[src/rtl/roberto_tx_formatter.sv]
// roberto_tx_formatter: snapshots three 3-digit BCD measurements and feeds
// them to the UART transmitter as a 12-character ASCII frame
// "ddd,ddd,ddd#", one character per partida/pronto handshake.
//
// state   | code | meaning
// INICIAL | 0    | idle, waiting for partida
// CARREGA | 1    | snapshot medida1..3, rewind the character index
// ENVIA   | 2    | pulse tx_partida for the current character
// ESPERA  | 3    | wait for tx_pronto, watchdog running
// PROXIMO | 4    | advance to the next character or finish the frame
// FIM     | 5    | pulse pronto, frame complete
// ERRO    | E    | pulse erro, transmitter did not answer in time
module roberto_tx_formatter #(
  parameter logic [6:0]  SEP     = 7'h2C,
  parameter logic [6:0]  TERM    = 7'h23,
  parameter int unsigned TIMEOUT = 50000
) (
  input  logic        clock,
  input  logic        reset,
  input  logic        partida,
  input  logic [11:0] medida1,
  input  logic [11:0] medida2,
  input  logic [11:0] medida3,
  input  logic        tx_pronto,
  output logic        tx_partida,
  output logic [6:0]  tx_dado,
  output logic        ocupado,
  output logic        pronto,
  output logic        erro,
  output logic [3:0]  db_estado
);

  localparam int WD_W = (TIMEOUT > 2) ? $clog2(TIMEOUT) : 1;
  localparam logic [WD_W-1:0] WD_LAST = (TIMEOUT > 0) ? WD_W'(TIMEOUT - 1) : '0;
  localparam logic [3:0] LAST_IDX = 4'd11;

  typedef enum logic [3:0] {
    INICIAL = 4'h0,
    CARREGA = 4'h1,
    ENVIA   = 4'h2,
    ESPERA  = 4'h3,
    PROXIMO = 4'h4,
    FIM     = 4'h5,
    ERRO    = 4'hE
  } estado_t;

  estado_t         estado, proximo_estado;
  logic [3:0]      indice;
  logic [11:0]     snap1, snap2, snap3;
  logic [WD_W-1:0] watchdog;
  logic [6:0]      char_atual;
  logic            estouro;

  // Digits outside 0..9 are sent as '?' so bad BCD is visible on the link.
  function automatic logic [6:0] bcd_ascii(input logic [3:0] d);
    return (d <= 4'd9) ? (7'h30 + {3'b000, d}) : 7'h3F;
  endfunction

  assign estouro = (TIMEOUT != 0) && (watchdog == WD_LAST);

  // State register.
  always_ff @(posedge clock or negedge reset) begin
    if (!reset) estado <= INICIAL;
    else        estado <= proximo_estado;
  end

  // Snapshot, character index and watchdog, advanced according to the state.
  always_ff @(posedge clock or negedge reset) begin
    if (!reset) begin
      indice   <= '0;
      snap1    <= '0;
      snap2    <= '0;
      snap3    <= '0;
      watchdog <= '0;
    end else begin
      case (estado)
        CARREGA: begin
          snap1  <= medida1;
          snap2  <= medida2;
          snap3  <= medida3;
          indice <= '0;
        end
        ENVIA:   watchdog <= '0;
        ESPERA:  watchdog <= watchdog + 1'b1;
        PROXIMO: if (indice != LAST_IDX) indice <= indice + 4'd1;
        ERRO:    indice <= '0;
        default: ;
      endcase
    end
  end

  // Character selected by the index: three digit groups, separators, terminator.
  always_comb begin
    char_atual = '0;
    case (indice)
      4'd0:    char_atual = bcd_ascii(snap1[11:8]);
      4'd1:    char_atual = bcd_ascii(snap1[7:4]);
      4'd2:    char_atual = bcd_ascii(snap1[3:0]);
      4'd3:    char_atual = SEP;
      4'd4:    char_atual = bcd_ascii(snap2[11:8]);
      4'd5:    char_atual = bcd_ascii(snap2[7:4]);
      4'd6:    char_atual = bcd_ascii(snap2[3:0]);
      4'd7:    char_atual = SEP;
      4'd8:    char_atual = bcd_ascii(snap3[11:8]);
      4'd9:    char_atual = bcd_ascii(snap3[7:4]);
      4'd10:   char_atual = bcd_ascii(snap3[3:0]);
      4'd11:   char_atual = TERM;
      default: char_atual = '0;
    endcase
  end

  // Next-state logic and Moore outputs decoded from the state register.
  always_comb begin
    proximo_estado = estado;
    tx_partida     = 1'b0;
    tx_dado        = '0;
    ocupado        = 1'b1;
    pronto         = 1'b0;
    erro           = 1'b0;
    db_estado      = estado;
    case (estado)
      INICIAL: begin
        ocupado = 1'b0;
        if (partida) proximo_estado = CARREGA;
      end
      CARREGA: proximo_estado = ENVIA;
      ENVIA: begin
        tx_partida     = 1'b1;
        tx_dado        = char_atual;
        proximo_estado = ESPERA;
      end
      ESPERA: begin
        tx_dado = char_atual;
        if (tx_pronto)    proximo_estado = PROXIMO;
        else if (estouro) proximo_estado = ERRO;
      end
      PROXIMO: proximo_estado = (indice == LAST_IDX) ? FIM : ENVIA;
      FIM: begin
        pronto         = 1'b1;
        proximo_estado = INICIAL;
      end
      ERRO: begin
        erro           = 1'b1;
        proximo_estado = INICIAL;
      end
      default: proximo_estado = INICIAL;
    endcase
  end

endmodule

[config.mk]
export PLATFORM = sky130hd
export DESIGN_NAME = roberto_tx_formatter
export DESIGN_NICKNAME = d
export VERILOG_FILES = /design/src/rtl/roberto_tx_formatter.sv
export SDC_FILE = /design/constraint.sdc
export NUM_CORES = 1
export LEC_CHECK = 0
export CORE_ASPECT_RATIO = 0.8
export CORE_MARGIN = 1
export CORE_UTILIZATION = 35
export CTS_CLUSTER_SIZE = 25
export DETAILED_ROUTE_END_ITERATION = 10
export DONT_BUFFER_PORTS = 1
export PLACE_DENSITY = 0.53
export SYNTH_ARGS = -nofsm -noshare
export SYNTH_HDL_FRONTEND = slang
export SYNTH_SLANG_ARGS = --single-unit
[constraint.sdc]
create_clock -name clock -period 2.2 [get_ports clock]
set_input_delay 0.44 -clock clock [delete_from_list [all_inputs] [get_ports clock]]
set_output_delay 0.44 -clock clock [all_outputs]
set_load 0.01 [all_outputs]
# == Word-level counts from Yosys, hierarchy flattened ==
# Cells that the tools add are included.
# classes
addsub,11
n_lt_le_gt_ge,9
n_eq_ne,22
mux,23
n_reduce_logical,9
# op_table
op,count
$pmux 7 s11,1
$mux 7,10
$add 6x4->7 const A,9
$le 4x4->1 const B,9
$pmux 16 s2,1
$eq 4x3->1 const B,6
$eq 4x4->1 const B,5
$pmux 4 s5,1
$add 16x1->16 const B,1
$eq 16x16->1 const B,1
$eq 4x2->1 const B,4
$mux 4,4
$eq 4x1->1 const B,2
$logic_not 4->1,2
$pmux 4 s2,1
$reduce_or 2->1,3
$add 4x1->4 const B,1
$mux 1,4
$ne 2x2->1 const B,2
$ne 4x4->1 const B,1
$reduce_and 2->1,2
$reduce_bool 2->1,2
$mux 3,1
$ne 3x3->1 const B,1
# word_totals
regBits,60
input_bits,40
output_inout_bits,15
elab_cells,80

# == Logic depth before layout (Yosys ltp) ==
# Gate-level depths: netlist of the first run.
# depth
ltp_word,4
ltp_mapped,7
mapped_depth_nobuf,6

# == Least setup slack after synthesis of the first run ==
# Ideal clock, no wire load.
# synth_timing
path_kind,flip-flop to output port
start,"register estado[1], in the netlist db_estado[1]"
end,output tx_dado[0]
arrival_ns,1.706
required_ns,1.760
path_slack_ns,0.054
path_stages_with_launch,7
path_buffers,3
cell_sequence,dfrtp_1 > buf_4 > or3b_1 > buf_2 > buf_6 > a221o_1 > a31oi_1
# synth_between
elab_chain_len,3
elab_cells_between_ends,4
classes_between,eq/ne (2); mux (1); reduce/logical (1)
# synth_lines
element,line_no,text
start: declaration,47,"estado_t estado, proximo_estado;"
start signal: assignment,64,else estado <= proximo_estado;
$eq 4x2->1,121,case (estado)
$reduce_or 2->1 (no line) *,-,
$mux 7 *,121,
end: declaration,26,"output logic [6:0] tx_dado,"
# Every way passes the cells marked *; elsewhere a longest branch is shown, timed or not.

# == Final worst setup path of the first run ==
# layout_timing
start,register indice[0]
end,output tx_dado[2]
# layout_between
elab_chain_len,4
elab_cells_between_ends,15
classes_between,eq/ne (11); mux (2); reduce/logical (2)
# layout_lines
element,line_no,text
start: declaration,48,logic [3:0] indice;
start signal: assignment,85,PROXIMO: if (indice != LAST_IDX) indice <= indice + 4'd1;
$eq 4x3->1 / $eq 4x2->1 (equally long branches),95,case (indice)
$reduce_or 2->1 (no line),-,
$pmux 7 s11 *,95,
$mux 7 *,121,
# Marked as above.

==> flow_summary.ini, run 1 <==
[die]
fp.dieH_um = 89.4
die-area_um2 = 9950
coreArea_um2 = 9150
start_util_pct = 36.5
chipWidth_um = 111
io_pins = 55
rows = 31

[logic_synthesis]
synth_area_um2 = 3340
ys_ff_latch = 60
ys_seq_area_share_pct = 44.9
yosysTopAreaCellShare_pct = 44.9
ys_top_cells_by_area = dfrtp_1 (45%), mux2_2 (12%), a21oi_1 (3.6%)
syn-num-nets = 371
synth_top_cells_by_count = dfrtp_1 (60), mux2_2 (36), a21oi_1 (24), o21ai_0 (21), nor2_1 (19)
yosysMostFrequentCell = dfrtp_1
ys.flop_type = dfrtp_1
synth-async-reset-ratio_pct = 100
synth-edff-count = 0
avgSynthCellArea_um2 = 10.3
synth_area_leader_cell = dfrtp_1
ys_warn_count = 0
synth_cell_types = 57
synthCells = 326

[drt]
met1_length_mm = 4.32
dr_wl_met3_um = 567
route.met2.wl_mm = 3.39
drc = 8
wl_per_cell_um = 17.8
vias = 2678
firstDrtPassIters = 7
routed_wl_mm = 8.39
vias_per_cell = 5.67
top_layer = met5
drtIter0Drc = 173
antenna_left = 0

[timing]
setup_viol = 5
maxSlewViolCount = 0
skew_ns = 0.00515
period_share_pct = 109
setup_slack_ns = -0.202
hold_viol = 0
fmax_mhz = 416
finalCriticalPeriod_ns = 2.40
rsz0062_at_grt = yes

[placement]
place_area_um2 = 3600
preCtsSetupSlack_ns = 0.0726
gp_congestion = 0.858
port_buffers = 0
hpwl_mm = 5.78

[finish]
final_cell_area_um2 = 4170
area_delta_synth_final_pct = 24.7
seqCellArea_um2 = 1500
num_antenna_cells = 0
drive_gt1_share_pct = 31.1
nets = 397
fill_cells = 856
multi_input_area_um2 = 1790

[power]
p_leak_nw = 1.78
p_per_area_nw_per_um2 = 1500
vdd.ir_drop.worst_mv = 0.608

[clocking]
cts_max_path_buffers = 2
cts.sinks = 60
clkLatencyLatePin_ns = 0.33
ctsRootBufferMaster = clkbuf_16
cts_tree = built
cts_buffers = 9
htreeDepth = 3
path_clk_slew_ns = 0.06

[status]
status = finished, violations left
violations = DRC, setup timing

[global_routing]
antenna_found_initial = 1
grt_pass1_wl_mm = 13.3
track_usage_pct = 17.7
gr-total-overflow = 0
grt_pass1_vias = 2526
grt_max_degree = 61

[setup_path]
crit_path_end_kind = output port
r2r_cells = 5
rr_endpoint = db_estado[3]
crit_type = flip-flop to output port
crit_required_ns = 1.76
r2r_start = db_estado[3]
cp_max_fo = 3
worst_ep_arrival_time_ns = 1.96
cp-start-kind = flip-flop
reg2reg_slack_ns = 0.35

[hold_path]
whs_path_depth = 2
min_to = snap3[8]
min_from = medida3[8]
hold_class = input pin to flip-flop

[job]
maxCapViolations = 0
cell usage in the layout (no fill, tap or decap), types with 3 or more instances in the layout:
cell / count
o21ai_0: 21
or2_2: 3
mux2_2: 36
a31oi_1: 3
o22ai_1: 4
or3b_4: 3
and3_1: 3
nor4_1: 3
buf_4: 25
a21o_1: 4
a22o_1: 9
inv_2: 4
inv_1: 8
a32oi_1: 3
nor2b_1: 4
nand2_1: 16
nand3_1: 9
buf_6: 4
o21a_1: 3
nor2_1: 19
mux2i_1: 5
a211oi_1: 4
a22oi_1: 3
a221o_1: 3
nor4bb_1: 3
clkbuf_16: 9
bufinv_16: 4
nor3_1: 6
a21oi_1: 23
ha_4: 3
dfrtp_1: 59
layout make-up:
type | instances | share of cell area (%)
Multi-Input combinational cell | 235 | 43.0
Sequential cell | 60 | 36.1
Timing Repair Buffer | 33 | 7.33
Clock buffer | 9 | 5.40
Clock inverter | 7 | 3.51
Tap cell | 115 | 3.45
Inverter | 13 | 1.29
where the power goes:
group / switching [W] / total (W) / leakage [nW] / internal (W)
logic: 0.00126 / 0.00255 / 0.849 / 0.00129
clock network: 0.000537 / 0.00177 / 0.180 / 0.00123
registers: 0.000432 / 0.00195 / 0.749 / 0.00152
kinds of logic after synthesis:
group,after synthesis,synth area share [%]
AOI/OAI and AO/OA,98,19.4
xor gates and xnor gates,2,0.524
adders and majority gates,5,1.87
buffers and inverters,31,4.23
DFF,60,44.9
muxes,42,14.0
other,1,0.112
and+or+nand+nor,87,15.0
flip-flops by register name, summed over array words and instances (netlist names):
name,count
db_estado,4
snap1,12
watchdog,16
snap2,12
snap3,12
indice,4
worst max-delay path, stage by stage, from the launching register on:
cell and delay [ns]:
dfrtp_1 0.40, inv_2 0.11, ha_4 0.14, or3b_4 0.39, o22ai_2 0.18, a211oi_1 0.08, a21oi_1 0.18, buf_4 0.15
per-stage QoR:
step	hold slack, ns	setup TNS, ns	total power, W	utilization, %	cells
final	0.236	-0.786	0.00627	45.5	472
after CTS	0.222	-0.701	0.00623	45.0	470
after detailed placement	0.146	0	0.00423	39.4	448
after floorplan	0.144	0	0.00349	-	326
after global placement	0.146	0	0.00420	39.4	448
after global routing	0.231	-1.21	0.00665	45.5	472
worst max path at each step:
stage                  to  slack [ns]         start  cells after the start
2_1_floorplan  tx_dado[0]        0.05  db_estado[1]                      6
3_3_place_gp   tx_dado[1]        0.11     indice[0]                      7
3_5_place_dp   tx_dado[2]        0.07     indice[0]                      7
4_1_cts        tx_dado[0]       -0.18     indice[1]                      8
5_1_grt        tx_dado[1]       -0.27     indice[0]                      7
6_report       tx_dado[2]       -0.20     indice[0]                      7
timing repair:
action / in CTS / in global routing
hold buffers: 2 / 0
pin swaps: 8 / 2
endpoints found under the hold margin: 60 / 0
resized for setup: 22 / 9
setup buffers: 4 / 2
setup endpoints to repair: 6 / 7
metal layers:
metal | GRT usage (%) | up-vias
met5 | 0 | -
met4 | 6.27 | 2
met3 | 7.59 | 12
met2 | 24.2 | 82
met1 | 24.7 | 1309
li1 | - | 1273
Power figures use the tool's default switching activity.
==> inputs of run 2 (changes only) <==
--- a/config.mk
+++ b/config.mk
@@ -8,6 +8,7 @@
 export CORE_ASPECT_RATIO = 0.8
 export CORE_MARGIN = 1
 export CORE_UTILIZATION = 35
+export CTS_BUF_LIST = sky130_fd_sc_hd__clkbuf_8
 export CTS_CLUSTER_SIZE = 25
 export DETAILED_ROUTE_END_ITERATION = 10
 export DONT_BUFFER_PORTS = 1
==> run 2 against run 1 <==
Effect of this change: the run still ends with DRC, setup timing left; non-clock buffer count is 1 higher; combinational power grew 5%; wire length is 0.83% higher; core utilization fell by 0.60 points; hold slack got worse by 0.023 ns; setup slack got worse by 0.016 ns; global-route usage down 0.17 points; sequential share of layout area increased by 0.48 points; critical path depth unchanged; critical endpoint unchanged.
==> flow_summary.ini, run 2 (synthesized netlist as in run 1, its figures left out) <==
[status]
status = finished, violations left
violations = DRC, setup timing

[hold_path]
min_from = medida3[8]
hold_class = input pin to flip-flop
whs_path_depth = 2
min_to = snap3[8]

[setup_path]
crit_type = flip-flop to output port
r2r_cells = 5
crit_start = indice[0]
cp_max_fo = 3
worst_ep_arrival_time_ns = 1.98
reg2reg_slack_ns = 0.35
rr_endpoint = db_estado[3]
r2r_start = db_estado[3]
crit_required_ns = 1.76
crit_path_end_kind = output port
cp-start-kind = flip-flop

[global_routing]
gr-total-overflow = 0
track_usage_pct = 17.6
gr-usage-met3_pct = 6.31
grtUsageMet2_pct = 23.9
grt_max_degree = 61
grt_pass1_vias = 2497
grt_pass1_wl_mm = 13.2
gr-usage-met1_pct = 25.2
antenna_found_initial = 1
top_usage_layer = met1

[drt]
drtIter0Drc = 124
drc = 8
antenna_left = 0
firstDrtPassIters = 8
routed_wl_mm = 8.46
vias = 2670
vias_per_cell = 5.64
wl_per_cell_um = 17.9

[timing]
setup_viol = 5
finalCriticalPeriod_ns = 2.42
period_share_pct = 110
setup_slack_ns = -0.218
maxSlewViolCount = 0
hold_viol = 0
skew_ns = 0.0111
fmax_mhz = 414
rsz0062_at_grt = yes

[die]
die-area_um2 = 9950
start_util_pct = 36.5
coreArea_um2 = 9150
fp.dieH_um = 89.4
chipWidth_um = 111
rows = 31
io_pins = 55

[clocking]
cts_tree = built
cts_buffers = 9
htreeDepth = 3
cts_max_path_buffers = 2
clkLatencyLatePin_ns = 0.35
ctsRootBufferMaster = clkbuf_8
path_clk_slew_ns = 0.08
cts.sinks = 60

[placement]
port_buffers = 0
preCtsSetupSlack_ns = 0.0726
hpwl_mm = 5.78
gp_congestion = 0.858

[finish]
final_common_cell = dfrtp_1
drive_gt1_share_pct = 31.0
nets = 398
largest_reg_flops = 16
largest_register = watchdog
final_cell_mix = dfrtp_1 (59), mux2_2 (36), buf_4 (26), a21oi_1 (23), o21ai_0 (21)
area_delta_synth_final_pct = 23.0
num_antenna_cells = 0

[power]
p_per_area_nw_per_um2 = 1460
p_sw_w = 0.00221
pwr-share-clk_pct = 22.7
internal_power_w = 0.00378
power_w = 0.00600
switching_share_pct = 36.9
pwr-share-seq_pct = 32.5
p_comb_share_pct = 44.8
p_leak_nw = 1.75
vdd.ir_drop.worst_mv = 0.388

[job]
maxCapViolations = 0
run 2: worst max-delay path, stage by stage (launching register included):
cell      delay (ns)
dfrtp_1         0.40
inv_2           0.12
ha_4            0.15
or3b_4          0.39
o22ai_2         0.18
a211oi_1        0.08
a21oi_1         0.17
buf_4           0.14
run 2: power by group through the flow:
stage	Sequential (W)	Clock (W)	Combinational, W
2_1_floorplan	0.00183	0	0.00166
3_3_place_gp	0.00194	0	0.00225
3_5_place_dp	0.00196	0	0.00227
4_1_cts	0.00194	0.00140	0.00244
5_1_grt	0.00201	0.00145	0.00291
6_report	0.00195	0.00136	0.00268
run 2: area by class of cell:
type | count | area, µm²
tap | 115 | 144
fill | 861 | 5040
clock inverter | 7 | 146
sequential | 60 | 1500
clock buffer | 9 | 124
timing repair buffer | 34 | 332
multi-input combinational | 235 | 1810
inverter | 13 | 56.3
run 2: metrics by stage:
| stage | hold slack (ns) | cell area (µm²) | std cells | util [%] | TNS (ns) |
|---|---|---|---|---|---|
| global route | 0.209 | 4110 | 473 | 44.9 | -1.30 |
| global placement | 0.146 | 3600 | 448 | 39.4 | 0 |
| floorplan | 0.144 | 3340 | 326 | - | 0 |
| detailed placement | 0.146 | 3600 | 448 | 39.4 | 0 |
| CTS | 0.193 | 4000 | 469 | 43.7 | -1.03 |
| finish | 0.213 | 4110 | 473 | 44.9 | -0.890 |
run 2: timing repair:
action,4_1_cts,5_1_grt
endpoints found under the hold margin,60,0
cloned,0,1
resized for setup,19,15
buffers inserted,3,3
endpoints found under the setup margin,6,8
hold buffers,2,0
pin swaps,6,9
run 2: worst max path at each step:
stage                       endpoint  cells past startpoint
final                     tx_dado[2]                      7
after global routing      tx_dado[1]                      7
after detailed placement  tx_dado[2]                      7
after floorplan           tx_dado[0]                      6
after global placement    tx_dado[1]                      7
after CTS                 tx_dado[1]                      7
run 2: per-layer routing:
layer / vias up / share of wire (%)
li1: 1283 / -
met1: 1291 / 51
met2: 82 / 40
met3: 12 / 7.6
met4: 2 / 1.4
met5: - / 0.15
==> inputs of run 3 (changes only) <==
--- a/config.mk
+++ b/config.mk
@@ -13,6 +13,7 @@
 export DETAILED_ROUTE_END_ITERATION = 10
 export DONT_BUFFER_PORTS = 1
 export PLACE_DENSITY = 0.53
+export SLEW_MARGIN = 15
 export SYNTH_ARGS = -nofsm -noshare
 export SYNTH_HDL_FRONTEND = slang
 export SYNTH_SLANG_ARGS = --single-unit
==> results of run 3 <==
The final DEF is identical to that of run 2; final timing and power are the same.
